--- config.mk ---
export PLATFORM = sky130hd
export DESIGN_NAME = div_unit_32bits
export DESIGN_NICKNAME = d
export VERILOG_FILES = /design/src/rtl/div_pkg.sv /design/src/rtl/div_step.sv /design/src/rtl/div_unit_32bits.sv
export SDC_FILE = /design/constraint.sdc
export NUM_CORES = 1
export LEC_CHECK = 0
export ABC_CLOCK_PERIOD_IN_PS = 3930
export BUFFER_PORTS_ARGS = -buffer_cell sky130_fd_sc_hd__buf_4
export CORE_MARGIN = 2
export CORE_UTILIZATION = 55
export CTS_CLUSTER_SIZE = 8
export DETAILED_ROUTE_END_ITERATION = 6
export GPL_TIMING_DRIVEN = 0
export PLACE_DENSITY_LB_ADDON = 0.3
export SLEW_MARGIN = 10
export SYNTH_ARGS = -nofsm -noshare
export SYNTH_HDL_FRONTEND = slang
export SYNTH_HIERARCHICAL = 1
export SYNTH_SLANG_ARGS = --single-unit
--- constraint.sdc ---
create_clock -name clk -period 3.93 [get_ports clk]
set_clock_uncertainty 0.2 [all_clocks]
set_input_delay 0.393 -clock clk [delete_from_list [all_inputs] [get_ports clk]]
set_output_delay 0.393 -clock clk [all_outputs]
set_load 0.01 [all_outputs]
--- src/rtl/div_pkg.sv ---
// Shared constants for the RV32M divide unit: operand width, op encodings,
// FSM state codes and a small absolute-value helper.
package div_pkg;

  localparam int XLEN = 32;

  localparam logic [1:0] OP_DIV  = 2'b00;
  localparam logic [1:0] OP_DIVU = 2'b01;
  localparam logic [1:0] OP_REM  = 2'b10;
  localparam logic [1:0] OP_REMU = 2'b11;

  localparam logic [1:0] IDLE = 2'b00;
  localparam logic [1:0] CALC = 2'b01;
  localparam logic [1:0] FIX  = 2'b10;

  typedef logic [1:0] state_t;

  // Magnitude of a signed operand; the most negative value maps to 2^31 as unsigned.
  function automatic logic [XLEN-1:0] abs_val(input logic [XLEN-1:0] v, input logic is_signed);
    return (is_signed && v[XLEN-1]) ? -v : v;
  endfunction

endpackage

--- src/rtl/div_step.sv ---
// One radix-2 restoring iteration: trial-subtract the divisor from the
// shifted partial remainder and keep the difference when it does not go negative.
module div_step
  import div_pkg::*;
(
  input  logic [XLEN:0]   rem_shift_i,
  input  logic [XLEN-1:0] divisor_i,
  output logic [XLEN-1:0] rem_o,
  output logic            q_bit_o
);

  logic [XLEN:0] trial;

  assign trial   = rem_shift_i - {1'b0, divisor_i};
  assign q_bit_o = ~trial[XLEN];
  // Result is always below the divisor, so it fits back into XLEN bits.
  assign rem_o   = q_bit_o ? trial[XLEN-1:0] : rem_shift_i[XLEN-1:0];

endmodule

--- src/rtl/div_unit_32bits.sv ---
// Multi-cycle RV32M divider (DIV/DIVU/REM/REMU), one restoring step per clock.
// Optional build macro DIV_EARLY_OUT_EN skips the iterations for divide-by-zero and signed overflow.
module div_unit_32bits #(
  parameter int XLEN = 32
) (
  input  logic            clk,
  input  logic            rst,
  input  logic            start,
  input  logic [1:0]      op,
  input  logic [XLEN-1:0] a,
  input  logic [XLEN-1:0] b,
  output logic            busy,
  output logic            done,
  output logic [XLEN-1:0] y
);

  import div_pkg::*;

  localparam logic [XLEN-1:0] INT_MIN = {1'b1, {(XLEN-1){1'b0}}};

  state_t          state_q, state_d;
  logic [1:0]      op_q, op_d;
  logic [XLEN-1:0] a_q, a_d;
  logic [XLEN-1:0] divisor_q, divisor_d;
  logic [XLEN-1:0] quo_q, quo_d;
  logic [XLEN-1:0] rem_q, rem_d;
  logic [4:0]      cnt_q, cnt_d;
  logic            qneg_q, qneg_d;
  logic            rneg_q, rneg_d;
  logic            div0_q, div0_d;
  logic            ovf_q, ovf_d;
  logic            done_q, done_d;
  logic [XLEN-1:0] y_q, y_d;

  logic            is_signed;
  logic            start_div0;
  logic            start_ovf;
  logic [XLEN-1:0] step_rem;
  logic            step_qbit;
  logic [XLEN-1:0] quo_fix;
  logic [XLEN-1:0] rem_fix;

  div_step u_step (
    .rem_shift_i ({1'b0, rem_q, quo_q[XLEN-1]}),
    .divisor_i   (divisor_q),
    .rem_o       (step_rem),
    .q_bit_o     (step_qbit)
  );

  assign is_signed  = ~op[0];
  assign start_div0 = (b == '0);
  assign start_ovf  = is_signed && (a == INT_MIN) && (b == '1);

  // Special cases override the iterated result so both builds agree.
  assign quo_fix = div0_q ? '1 :
                   ovf_q  ? INT_MIN :
                   qneg_q ? -quo_q : quo_q;
  assign rem_fix = div0_q ? a_q :
                   ovf_q  ? '0 :
                   rneg_q ? -rem_q : rem_q;

  // NOTE: every *_d starts from its held value, so no path through the case leaves a latch.
  always_comb begin
    state_d   = state_q;
    op_d      = op_q;
    a_d       = a_q;
    divisor_d = divisor_q;
    quo_d     = quo_q;
    rem_d     = rem_q;
    cnt_d     = cnt_q;
    qneg_d    = qneg_q;
    rneg_d    = rneg_q;
    div0_d    = div0_q;
    ovf_d     = ovf_q;
    done_d    = 1'b0;
    y_d       = y_q;

    case (state_q)
      IDLE: begin
        if (start) begin
          op_d      = op;
          a_d       = a;
          divisor_d = abs_val(b, is_signed);
          quo_d     = abs_val(a, is_signed);
          qneg_d    = is_signed & (a[XLEN-1] ^ b[XLEN-1]);
          rneg_d    = is_signed & a[XLEN-1];
          div0_d    = start_div0;
          ovf_d     = start_ovf;
          rem_d     = '0;
          cnt_d     = '0;
`ifdef DIV_EARLY_OUT_EN
          state_d   = (start_div0 || start_ovf) ? FIX : CALC;
`else
          state_d   = CALC;
`endif
        end
      end
      CALC: begin
        rem_d = step_rem;
        quo_d = {quo_q[XLEN-2:0], step_qbit};
        cnt_d = cnt_q + 5'd1;
        if (cnt_q == 5'd31) state_d = FIX;
      end
      FIX: begin
        y_d     = op_q[1] ? rem_fix : quo_fix;
        done_d  = 1'b1;
        state_d = IDLE;
      end
      default: state_d = IDLE;
    endcase
  end

  // NOTE: state registers use non-blocking assignments so every flop samples pre-edge values.
  always_ff @(posedge clk) begin
    if (rst) begin
      state_q   <= IDLE;
      op_q      <= '0;
      a_q       <= '0;
      divisor_q <= '0;
      quo_q     <= '0;
      rem_q     <= '0;
      cnt_q     <= '0;
      qneg_q    <= 1'b0;
      rneg_q    <= 1'b0;
      div0_q    <= 1'b0;
      ovf_q     <= 1'b0;
      done_q    <= 1'b0;
      y_q       <= '0;
    end else begin
      state_q   <= state_d;
      op_q      <= op_d;
      a_q       <= a_d;
      divisor_q <= divisor_d;
      quo_q     <= quo_d;
      rem_q     <= rem_d;
      cnt_q     <= cnt_d;
      qneg_q    <= qneg_d;
      rneg_q    <= rneg_d;
      div0_q    <= div0_d;
      ovf_q     <= ovf_d;
      done_q    <= done_d;
      y_q       <= y_d;
    end
  end

  assign busy = (state_q != IDLE);
  assign done = done_q;
  assign y    = y_q;

endmodule

## Word-level counts from Yosys, hierarchy flattened

Cells that the tools add are included.

- Add/sub/neg operators: 6
- Equality and inequality tests: 7
- Multiplexer cells: 20
- Bitwise logic cells: 5
- Reduce and logical (&&, ||, !) cells: 11

Operators by type and width:

| cell | count |
|---|---|
| $mux W32 | 12 |
| $neg A32 Y32 | 4 |
| $pmux W32 S2 | 2 |
| $eq A32 B32 Y1 const B | 2 |
| $sub A33 B32 Y33 | 1 |
| $logic_not A32 Y1 | 1 |
| $pmux W5 S2 | 1 |
| $reduce_and A2 Y1 | 3 |
| $add A5 B1 Y5 const B | 1 |
| $eq A5 B5 Y1 const B | 1 |
| $mux W5 | 1 |
| $logic_and A1 B1 Y1 | 4 |
| $mux W2 | 2 |
| $ne A2 B2 Y1 const B | 2 |
| $pmux W2 S2 | 1 |
| $reduce_bool A2 Y1 | 2 |
| $and A1 B1 Y1 | 2 |
| $eq A2 B1 Y1 const B | 1 |
| $eq A2 B2 Y1 const B | 1 |
| $logic_not A2 Y1 | 1 |
| $not A1 Y1 | 2 |
| $mux W1 | 1 |
| $xor A1 B1 Y1 | 1 |

- Register bits: 174
- Bits of input ports: 69
- Output and inout port bits: 34
- Logic and storage cells: 62

## Longest topological paths before layout

- Word-level depth: 5
- Gate-level depth with buffers: 16

## Cells and area by module

Netlist, hierarchy kept.

Modules (own cells, without submodules):

| module | times used | cells each | area each (sq um) | sequential area each (sq um) |
|---|---|---|---|---|
| div_unit_32bits | 1 | 1254 | 9851.9 | 3463.3 |
| div_step | 1 | 311 | 2255.9 | 0.0 |

## Worst setup path after synthesis

Ideal clock, no wire load.

- Path kind: register -> register
- From: reg quo_q[31]
- To: reg rem_q[13]
- Setup time: 132 ps
- Arrival time: 3011 ps
- Required time: 3598 ps
- Path slack: 587 ps
- Cell stages (with the launch flop): 17
- Buffers on the path: 1
- Period minus slack after synthesis: 3343 ps
- Cells stage by stage: dfxtp_1 > inv_1 > ha_1 > fa_1 > and2b_1 > o2111ai_1 > a21oi_2 > o2111ai_1 > a211oi_2 > nor2_2 > mux2i_1 > and2_4 > inv_2 > buf_6 > mux2_4 > nand2_1 > a21oi_1

- Longest elaborated chain between the ends: 3

Ends and longest elaborated chain:

| what | line | source |
|---|---|---|
| start, declared | div_unit_32bits.sv:25 | `logic [XLEN-1:0] quo_q, quo_d;` |
| start signal, assigned | div_unit_32bits.sv:134 | `quo_q <= quo_d;` |
| $sub A33 B32 Y33 | div_step.sv:14 | `assign trial = rem_shift_i - {1'b0, divisor_i};` |
| $mux W32 | div_step.sv:17 | `assign rem_o = q_bit_o ? trial[XLEN-1:0] : rem_shift_i[XLEN-1:0];` |
| via step_rem[13] | div_unit_32bits.sv:38 | `logic [XLEN-1:0] step_rem;` |
| $pmux W32 S2 | div_unit_32bits.sv:78 | `case (state_q)` |
| end signal, assigned | div_unit_32bits.sv:135 | `rem_q <= rem_d;` |
| end, declared | div_unit_32bits.sv:26 | `logic [XLEN-1:0] rem_q, rem_d;` |

The timed path passes the listed nets, and every way through them passes these cells.
A chain may end at the register's enable or synchronous reset.

## Worst setup path after layout

- From: reg quo_q[31]
- To: reg rem_q[30]

Same word-level chain as after synthesis.

==> out/metrics.yaml <==
synth_cell_types: 84
cts_buffer_depth: 2
path_clk_slew_ns: 0.07
finalInstanceArea_mm2: 0.0139
yosysWarnings: 6
outcome: "complete, no violations"
cts_tree: "yes"
finalMaxSlewViolations: 0
holdPathEnd: "op_q[1]"
ios: 103
grt_remaining_overflow: 0
layout_common_cells: "186 x nand2_1, 165 x dfxtp_1, 157 x a21oi_1"
path_class: "register to register"
totalWireLength_mm: 43.0
arrival_ns: 3.97
peakVddDrop_mv: 0.550
numCtsBuffers: 17
regToRegSetupSlack_ns: 0.05
seq_area_frac_synth_pct: 28.6
maxCapViolations: 0
ys.flop_type: "dfxtp_1"
syn_avg_cell_area_um2: 7.74
cts.sinks: 173
synth_seq_cells: 173
holdPathStages: 3
core_area_mm2: 0.0217
vias: 12800
cp_max_fo: 10
grt_usage_pct: 35.6
initial_core_util_pct: 55.8
synth_edf_count: 0
grt_max_degree: 17
power_density_mw_per_mm2: 760
hold_path.startpoint: "op[1]"
cts_root_buffer: "clkbuf_16"
first_iter_violations: 1496
firstDrtPassIters: 7
nets: 1797
die_area_mm2: 0.0232
htree_levels: 4
portBuffers: 102
max_freq_mhz: 258
critPathCaptureType: "register"
die_h_um: 152
dp_worst_setup_slack_ns: -0.0352
fin_crit_sh_pct: 98.7
die_w_um: 152
crit_required_ns: 4.02
drc: 0
power_w: 0.0105
r2r_start: "quo_q[31]"
worst_pin_slew_ns: 0.840
place.gp.congestion: 0.995
syn_inst: 1565
holdCritPathClass: "input port to register"
dpl-instance-area_mm2: 0.0132
fill_cells: 1961
worst_slack_ns: 0.0496
fp-row-count: 54
hold_viol: 0
layout_commonest_cell: "nand2_1"
drive_gt1_share_pct: 12.7
syn_area_mm2: 0.0121
wl_per_cell_um: 21.8
r2r-end: "rem_q[30]"
grt_pass1_vias: 11600
drtAntennaViolNets: 0
r2r_cells: 16
hpwl_mm: 33.1
slew_headroom_pct: 43.5
startpoint_type: "register"
diodes: 0
synth_async_sr_flop_share_pct: 0
cts.hold.buffers_added: 0
finalSetupViolCount: 0
area_growth_pct: 14.4
grt_antenna_before_repair: 0
viasPerCell: 6.47
period_needed_ns: 3.88
worstSkewPairLatency_ns: 0.44
grt_pass1_wl_mm: 65.3
power.leakage_nw: 5.29
tns_ns: 0
synth_nets: 1674
-- critical path, stage by stage (launching register included) --
cell and delay [ns]:
dfxtp_4 0.40, inv_1 0.06, ha_1 0.22, fa_1 0.40, and2b_1 0.24, o2111ai_1 0.18, a21oi_2 0.24, o2111ai_2 0.20
a211oi_2 0.27, nor2_2 0.13, mux2i_2 0.29, and2_4 0.23, inv_2 0.06, buf_6 0.17, mux2_4 0.30, nand2_1 0.06
a21oi_1 0.07
-- cell type report --
class	count	area (um2)	share of cell area, %
Multi-Input combinational cell	1226	8010	57.8
Sequential cell	173	3480	25.1
Timing Repair Buffer	104	781	5.64
Clock buffer	19	453	3.27
Buffer	109	430	3.11
Tap cell	280	350	2.53
Inverter	57	214	1.54
Clock inverter	11	135	0.976
-- logic make-up after synthesis --
kind of cell    synth area share [%]
flops                           28.6
simple gates                    23.9
xor+xnor                        9.33
mux                             3.50
buf+inv                         5.31
compound gates                  25.2
fa+ha+maj                       4.20
-- state kept, by name (all words and copies together) (netlist names) --
name / flops
a_q: 32
cnt_q: 5
div0_q: 1
divisor_q: 32
done: 1
op_q: 1
ovf_q: 1
qneg_q: 1
quo_q: 32
rem_q: 32
rneg_q: 1
state_q: 2
y: 32
-- per-layer routing --
metal | GRT usage (%) | wire (um)
met5 | 0 | 0
met4 | 12.0 | 1380
met3 | 8.22 | 5290
met2 | 52.6 | 18100
met1 | 51.3 | 18200
-- metrics by stage --
step,util (%),instances,hold slack [ns]
finish,63.9,1979,0.0320
global route,63.9,1979,0.0419
CTS,63.7,1977,0.0275
detailed placement,61.0,1947,0.247
global placement,61.0,1947,0.243
floorplan,-,1565,0.231
-- Yosys cell counts, types with 5 or more instances --
library cell / number / share of area [%]
a21oi_1: 157 / 6.5
o31ai_1: 30 / 1.9
nand3b_1: 5 / 0.31
or4_1: 10 / 0.62
dfxtp_1: 173 / 29
a211oi_1: 48 / 3.0
a221oi_1: 19 / 1.4
o21ai_0: 37 / 1.5
a311oi_1: 7 / 0.51
a22oi_1: 25 / 1.6
mux2i_1: 9 / 0.74
o21ai_1: 22 / 0.91
xnor2_1: 86 / 6.2
a21o_1: 20 / 1.2
nor4_1: 12 / 0.62
nor3b_1: 7 / 0.43
o22ai_1: 19 / 0.98
o41ai_1: 13 / 0.94
nor3_1: 37 / 1.5
nor2b_1: 9 / 0.46
buf_1: 13 / 0.40
inv_1: 55 / 1.7
nand4_1: 16 / 0.83
o41ai_2: 7 / 0.94
nor2_1: 120 / 3.7
clkbuf_1: 90 / 2.8
a31oi_1: 17 / 0.88
and3_1: 17 / 0.88
nand3_1: 73 / 3.0
nor4_2: 6 / 0.62
o21a_1: 7 / 0.43
xor2_1: 43 / 3.1
nand2b_1: 14 / 0.72
nand2_1: 186 / 5.8
ha_1: 39 / 4.0
mux2_4: 20 / 2.5
or3_1: 12 / 0.62
-- worst max path at each step --
stage	start	endpoint	slack, ns	cells past startpoint
after floorplan	quo_q[31]	rem_q[13]	0.59	16
after global placement	quo_q[31]	rem_q[28]	0.04	16
after detailed placement	quo_q[31]	rem_q[28]	-0.04	16
after CTS	quo_q[31]	rem_q[30]	0.02	16
after global routing	rem_q[18]	rem_q[28]	-0.09	14
final	quo_q[31]	rem_q[30]	0.05	16
-- power by group --
| group | switching [W] | internal (W) |
|---|---|---|
| Clock | 0.000759 | 0.000973 |
| Sequential | 0.000420 | 0.00197 |
| Combinational | 0.00348 | 0.00292 |
-- what timing repair did --
item	in CTS	in global routing
gates resized for setup	1	12
endpoints found under the setup margin	24	32
setup buffers	0	2
pin swaps	0	1
Power figures use the tool's default switching activity.
